--- src/rtl/operand_entry_ctrl.sv ---
// Operand entry front end for the 8-bit calculator.
// Buttons are synchronised, debounced and edge-detected; an FSM loads A and then B for fa_8.

module operand_entry_db #(
  parameter int DEBOUNCE_CNT = 100000,
  parameter int CNT_W        = 17
) (
  input  logic clk,
  input  logic reset,
  input  logic raw,
  output logic pulse
);
  localparam logic [CNT_W-1:0] LAST = CNT_W'(DEBOUNCE_CNT - 1);

  logic             s1, s2;
  logic             lvl, lvl_q;
  logic [CNT_W-1:0] cnt;

  always_ff @(posedge clk) begin
    if (reset) begin
      s1    <= 1'b0;
      s2    <= 1'b0;
      lvl   <= 1'b0;
      lvl_q <= 1'b0;
      cnt   <= '0;
    end else begin
      s1    <= raw;
      s2    <= s1;
      lvl_q <= lvl;
      // any return to the accepted level restarts the stability window
      if (s2 == lvl) begin
        cnt <= '0;
      end else if (cnt == LAST) begin
        lvl <= s2;
        cnt <= '0;
      end else begin
        cnt <= cnt + 1'b1;
      end
    end
  end

  assign pulse = lvl & ~lvl_q;

endmodule

module operand_entry_ctrl #(
  parameter int DEBOUNCE_CNT = 100000,
  parameter int CNT_W        = 17
) (
  input  logic       clk,
  input  logic       reset,
  input  logic [7:0] sw,
  input  logic       btn_enter,
  input  logic       btn_clear,
  output logic [7:0] a,
  output logic [7:0] b,
  output logic       operands_valid,
  output logic [1:0] phase
);
  localparam int NUM_BTN = 2;
  localparam int BTN_ENTER = 0;
  localparam int BTN_CLEAR = 1;

  typedef enum logic [1:0] {
    WAIT_A = 2'b00,
    WAIT_B = 2'b01,
    DONE   = 2'b10
  } state_t;

  logic [7:0]         sw_s1, sw_sync;
  logic [NUM_BTN-1:0] btn_raw;
  logic [NUM_BTN-1:0] btn_p;
  logic               enter_p, clear_p;

  state_t     state, state_nxt;
  logic [7:0] a_nxt, b_nxt;

  always_ff @(posedge clk) begin
    if (reset) begin
      sw_s1   <= '0;
      sw_sync <= '0;
    end else begin
      sw_s1   <= sw;
      sw_sync <= sw_s1;
    end
  end

  assign btn_raw = {btn_clear, btn_enter};

  operand_entry_db #(
    .DEBOUNCE_CNT (DEBOUNCE_CNT),
    .CNT_W        (CNT_W)
  ) u_db [NUM_BTN-1:0] (
    .clk   (clk),
    .reset (reset),
    .raw   (btn_raw),
    .pulse (btn_p)
  );

  assign enter_p = btn_p[BTN_ENTER];
  assign clear_p = btn_p[BTN_CLEAR];

  always_ff @(posedge clk) begin
    if (reset) begin
      state <= WAIT_A;
      a     <= '0;
      b     <= '0;
    end else begin
      state <= state_nxt;
      a     <= a_nxt;
      b     <= b_nxt;
    end
  end

  // clear has priority so a coincident enter never loads anything
  always_comb begin
    state_nxt = state;
    a_nxt     = a;
    b_nxt     = b;
    if (clear_p) begin
      state_nxt = WAIT_A;
      a_nxt     = '0;
      b_nxt     = '0;
    end else if (enter_p) begin
      unique case (state)
        WAIT_A: begin
          a_nxt     = sw_sync;
          state_nxt = WAIT_B;
        end
        WAIT_B: begin
          b_nxt     = sw_sync;
          state_nxt = DONE;
        end
        DONE: begin
          a_nxt     = sw_sync;
          state_nxt = WAIT_B;
        end
        default: state_nxt = WAIT_A;
      endcase
    end
  end

  assign phase          = state;
  assign operands_valid = (state == DONE);

  a_no_phase3: assert property (@(posedge clk) disable iff (reset) phase != 2'b11);

endmodule
--- config.mk ---
export PLATFORM = sky130hd
export DESIGN_NAME = operand_entry_ctrl
export DESIGN_NICKNAME = d
export VERILOG_FILES = /design/src/rtl/operand_entry_ctrl.sv
export SDC_FILE = /design/constraint.sdc
export NUM_CORES = 1
export LEC_CHECK = 0
export ABC_AREA = 1
export BUFFER_PORTS_ARGS = -buffer_cell sky130_fd_sc_hd__buf_4
export CORE_ASPECT_RATIO = 0.8
export CORE_UTILIZATION = 60
export CTS_CLUSTER_SIZE = 28
export DETAILED_ROUTE_END_ITERATION = 8
export MAX_ROUTING_LAYER = met4
export PLACE_DENSITY = 0.81
export SKIP_CTS_REPAIR_TIMING = 1
export SYNTH_ARGS = -nofsm -noshare
export SYNTH_HDL_FRONTEND = slang
export SYNTH_SLANG_ARGS = --single-unit
--- constraint.sdc ---
create_clock -name clk -period 3.45 [get_ports clk]
set_input_delay 0.1725 -clock clk [delete_from_list [all_inputs] [get_ports clk]]
set_output_delay 0.1725 -clock clk [all_outputs]
set_load 0.01 [all_outputs]
**Word-level counts from Yosys, hierarchy flattened**

Cells that the tools add are included.

- Output and inout port bits: 19
- Register bits after elaboration: 76
- Input port bits: 12
- Word-level logic and storage cells: 39

- Reductions and logical operators: 9
- Muxes and demuxes: 1
- Equality and inequality tests: 6
- Bitwise operators: 6
- Add/sub/neg operators: 2

Operators with widths:

| cell | count |
|---|---|
| $add 17x1->17 const B | 2 |
| $eq 17x17->1 const B | 2 |
| $reduce_and 2->1 | 4 |
| $reduce_or 3->1 | 2 |
| $not 1->1 | 4 |
| $pmux 2 s2 | 1 |
| $reduce_or 2->1 | 2 |
| $and 1x1->1 | 2 |
| $eq 1x1->1 | 2 |
| $eq 2x1->1 const B | 1 |
| $eq 2x2->1 const B | 1 |
| $logic_not 2->1 | 1 |

**Depth between registers and ports, before layout**

- Depth in word-level cells: 3
- Depth in mapped cells: 9
- Depth with buffers taken out: 9

**By module**

From an unflattened synthesis, not the netlist that was laid out.

- Cell total of the unflattened synthesis: 442
- Area, all modules: 3,180.6 um2

By module, submodules not included:

| module | seq. area each (um2) | cells an instance | area each (um2) | times used |
|---|---|---|---|---|
| operand_entry_ctrl | 680.7 | 147 | 1,166.1 | 1 |
| operand_entry_db at u_db[1] | 420.4 | 148 | 1,011.0 | 1 |
| operand_entry_db at u_db[0] | 420.4 | 147 | 1,003.5 | 1 |

**Worst setup path before layout**

No wires, ideal clock.

- Path type: register -> register
- Start point: register u_db[1].cnt[0]
- End point: register u_db[1].cnt[2]
- Data arrival time: 1,245 ps
- Clock period less this slack: 1,361 ps
- Cell stages (with the launch flop): 8
- Buffers on the path: 1
- Slack: 2,089 ps
- Library setup time: 117 ps
- Cells stage by stage: dfxtp_1 -> ha_1 -> nand3_1 -> inv_1 -> nand3_2 -> o21bai_4 -> buf_8 -> nor2_2

- Word-level cells in the longest chain between the ends: 2

Ends and longest elaborated chain:

| element | RTL line | source |
|---|---|---|
| from (decl) | 17 | `logic [CNT_W-1:0] cnt;` |
| from (signal assigned) | 37 | `cnt <= cnt + 1'b1;` |
| parallel branches: the longest is 2 deep, another holds $add 17x1->17 | -- |  |

Parallel ways; which one is timed is not known.
A chain may end at the register's enable or synchronous reset.

**Worst setup path after layout**

- Start point: register u_db[1].cnt[0]
- End point: register u_db[1].cnt[9]

Same word-level chain as after synthesis.

==> flow_summary.ini <==
[global_route]
grt_pass1_vias = 2217
top_usage_layer = met2
use_met1_pct = 28.3
grt-ovfl-total = 0
grt_pass1_wl_um = 9580
grtUsageMet2_pct = 35.3
grt_max_degree = 25
grt_use_met3_pct = 5.95
grt.total_usage_pct = 22.8
grt_antenna_before_repair = 0

[die]
die_w_um = 83.3
rows = 23
die_h_um = 67.0
ios = 31
die-area_sq_mm = 0.00559
coreArea_sq_mm = 0.00504
initial_core_util_pct = 63.0

[cells_and_area]
syn2layout_area_growth_pct = 15.9
post-route-util_pct = 73.0
fillers = 387
nets = 474
drive_above_1_share_pct = 16.1
n_antenna_cell = 0

[power]
total_leakage_power_nw = 1.40
power.switching_mw = 0.348
comb_power_share_pct = 1.9
sequentialPowerShare_pct = 50.9
powerDensity_mw_per_mm2 = 477
irDropWorstVdd_mv = 0.349
swShare_pct = 19.8
power_frac_clock_pct = 47.1
intPower_mw = 1.41

[setup_path]
critPathArrivalTime_ps = 1820
required_ps = 3680
crit_chain = ha_1 -> nand3_1 -> inv_1 -> nand3_2 -> o21bai_4 -> nor2_1
slowest_stage = o21bai_4
crit_type = flop to flop
end_kind = flop
startpoint_type = flop
crit_path_max_incr_delay_ps = 430
critPathMaxFanout = 15

[sta]
rsz0062_at_grt = no
slew_headroom_pct = 52.2
fin_crit_sh_pct = 46.1
tns_ps = 0
setup_viol = 0
hold_viol_final = 0
period_minus_slack_ps = 1590
drv_slew = 0
fmax_ghz = 0.629
setup_ws_ps = 1860
worst_slew_pin_slew_ps = 717
skew_ps = 9.60

[status]
outcome = complete, no violations

[logic_synthesis]
ys_warn_count = 0
netlist_area_sq_mm = 0.00317
yosysUniqueCellTypes = 31
ys_ff_latch = 76
netlist_instances = 425
ys_seq_area_share_pct = 47.9
syn_nets = 439
synth.avg_cell_area_sq_um = 7.47

[route]
finalWirelength_um = 5820
dr.pass1.iters = 4
via_count = 2571
drt_iter0_markers = 175
drt-vias-per-instance = 4.88
ant_nets = 0
drcViolationCount = 0
wl_per_cell_um = 11.0

[clock_network]
clock-root-buffer = clkbuf_8
clkTransAtPathRegs_ps = 80
h-tree-depth = 3
clk_path_buf_depth = 2
cts_tree = done
clkLatencyLatePin_ps = 350
cts_buffers = 9
cts.sinks = 76

[placed_design]
hpwl_um = 4160
pre_cts_ws_ps = 1820
gp_congestion = 0.902
io_buffer_count = 30

[hold_path]
hold_path_class = primary input to flop

[job]
max-cap-violations = 0
final cells by class:
class / count / area, sq um / area share (%)
flip-flops and latches: 76 / 1520 / 41.4
multi-input cells: 282 / 1380 / 37.4
inverters: 61 / 229 / 6.22
repair buffers: 30 / 225 / 6.12
clock buffers: 11 / 141 / 3.84
clock inverters: 5 / 108 / 2.93
well taps: 62 / 77.6 / 2.11
worst paths after layout:
check	start	endpoint	slack, ps	cells after the start
worst min-delay path	sw[6]	sw_s1[6]	20	3
worst min register to register	sw_s1[1]	sw_sync[1]	400	2
worst max register to register	u_db[1].cnt[0]	u_db[1].cnt[9]	1860	6
worst max-delay path	u_db[1].cnt[0]	u_db[1].cnt[9]	1860	6
sequential cells by signal (all words and copies together) (netlist names):
signal	cells
sw_sync	8
u_db.cnt	34
u_db.s1	2
a	8
b	8
u_db.lvl_q	2
phase	2
u_db.s2	2
u_db.lvl	2
sw_s1	8
logic make-up after synthesis:
group | share of synthesized area, %
adder cells (fa/ha/maj) | 0.789
flip-flops | 47.9
AO/OA/AOI/OAI | 6.59
AND/OR/NAND/NOR | 32.1
buffers and inverters | 8.67
XOR/XNOR | 3.86
routing by layer:
layer	vias up	wire, um
met2	47	2700
met5	-	0
met3	9	260
li1	1380	-
met4	0	68
met1	1135	2790
cells in the mapped netlist:
cell / n / share of area [%]
clkinv_1: 1 / 0.12
nand3_2: 4 / 1.3
nor2_1: 75 / 8.9
buf_4: 1 / 0.24
a21oi_1: 27 / 4.3
inv_1: 58 / 6.9
xnor2_1: 5 / 1.4
buf_6: 1 / 0.35
o21bai_1: 1 / 0.24
xor2_1: 9 / 2.5
buf_2: 1 / 0.16
buf_8: 1 / 0.47
inv_2: 2 / 0.24
dfxtp_1: 76 / 48
nand3b_1: 1 / 0.24
o21ai_0: 6 / 0.95
nor2_2: 13 / 2.6
clkbuf_1: 2 / 0.24
nand3_1: 25 / 3.9
nand2_4: 1 / 0.35
a21oi_2: 1 / 0.28
and2_1: 1 / 0.20
nand2_1: 93 / 11
or2_0: 2 / 0.39
o21ai_2: 1 / 0.28
ha_1: 2 / 0.79
nand2_2: 3 / 0.59
nor3_2: 2 / 0.63
nand4_1: 7 / 1.4
nor2_4: 2 / 0.71
o21bai_4: 1 / 0.59
power by group through the flow:
stage	registers, mW	clock network (mW)	logic (mW)
final	0.894	0.827	0.0338
after global routing	0.895	0.882	0.0384
after CTS	0.894	0.844	0.0346
after detailed placement	0.914	0	0.0341
after global placement	0.914	0	0.0328
after floorplan	0.912	0	0.0216
through the flow:
step | area [sq um] | hold WS, ps | std cells | total power [mW]
3_3_place_gp | 3430 | 371 | 511 | 0.947
3_5_place_dp | 3430 | 379 | 511 | 0.948
4_1_cts | 3680 | 4.58 | 527 | 1.77
2_1_floorplan | 3170 | 244 | 425 | 0.934
6_report | 3680 | 20.2 | 527 | 1.75
5_1_grt | 3680 | 18.5 | 527 | 1.81
layout by cell type, fill, tap and decap left out, types with 2 or more instances in the layout:
cell type | netlist | routed
a21oi_1 | 27 | 27
buf_4 | 1 | 30
bufinv_16 | 0 | 3
clkbuf_8 | 0 | 10
dfxtp_1 | 76 | 76
ha_1 | 2 | 2
inv_1 | 58 | 58
inv_2 | 2 | 2
nand2_1 | 93 | 93
nand2_2 | 3 | 3
nand3_1 | 25 | 25
nand3_2 | 4 | 4
nand4_1 | 7 | 7
nor2_1 | 75 | 75
nor2_2 | 13 | 13
nor2_4 | 2 | 2
nor3_2 | 2 | 2
o21ai_0 | 6 | 6
or2_0 | 2 | 2
xnor2_1 | 5 | 5
xor2_1 | 9 | 9
worst max-delay path, delay by kind of cell (launching register included):
kind                     cells  cell delay [ps]
AO/OA/AOI/OAI                1              430
flip-flops                   1              370
AND/OR/NAND/NOR              3              320
adder cells (fa/ha/maj)      1              220
buffers and inverters        1              130
Note: power is estimated with default switching activity, not from simulation.
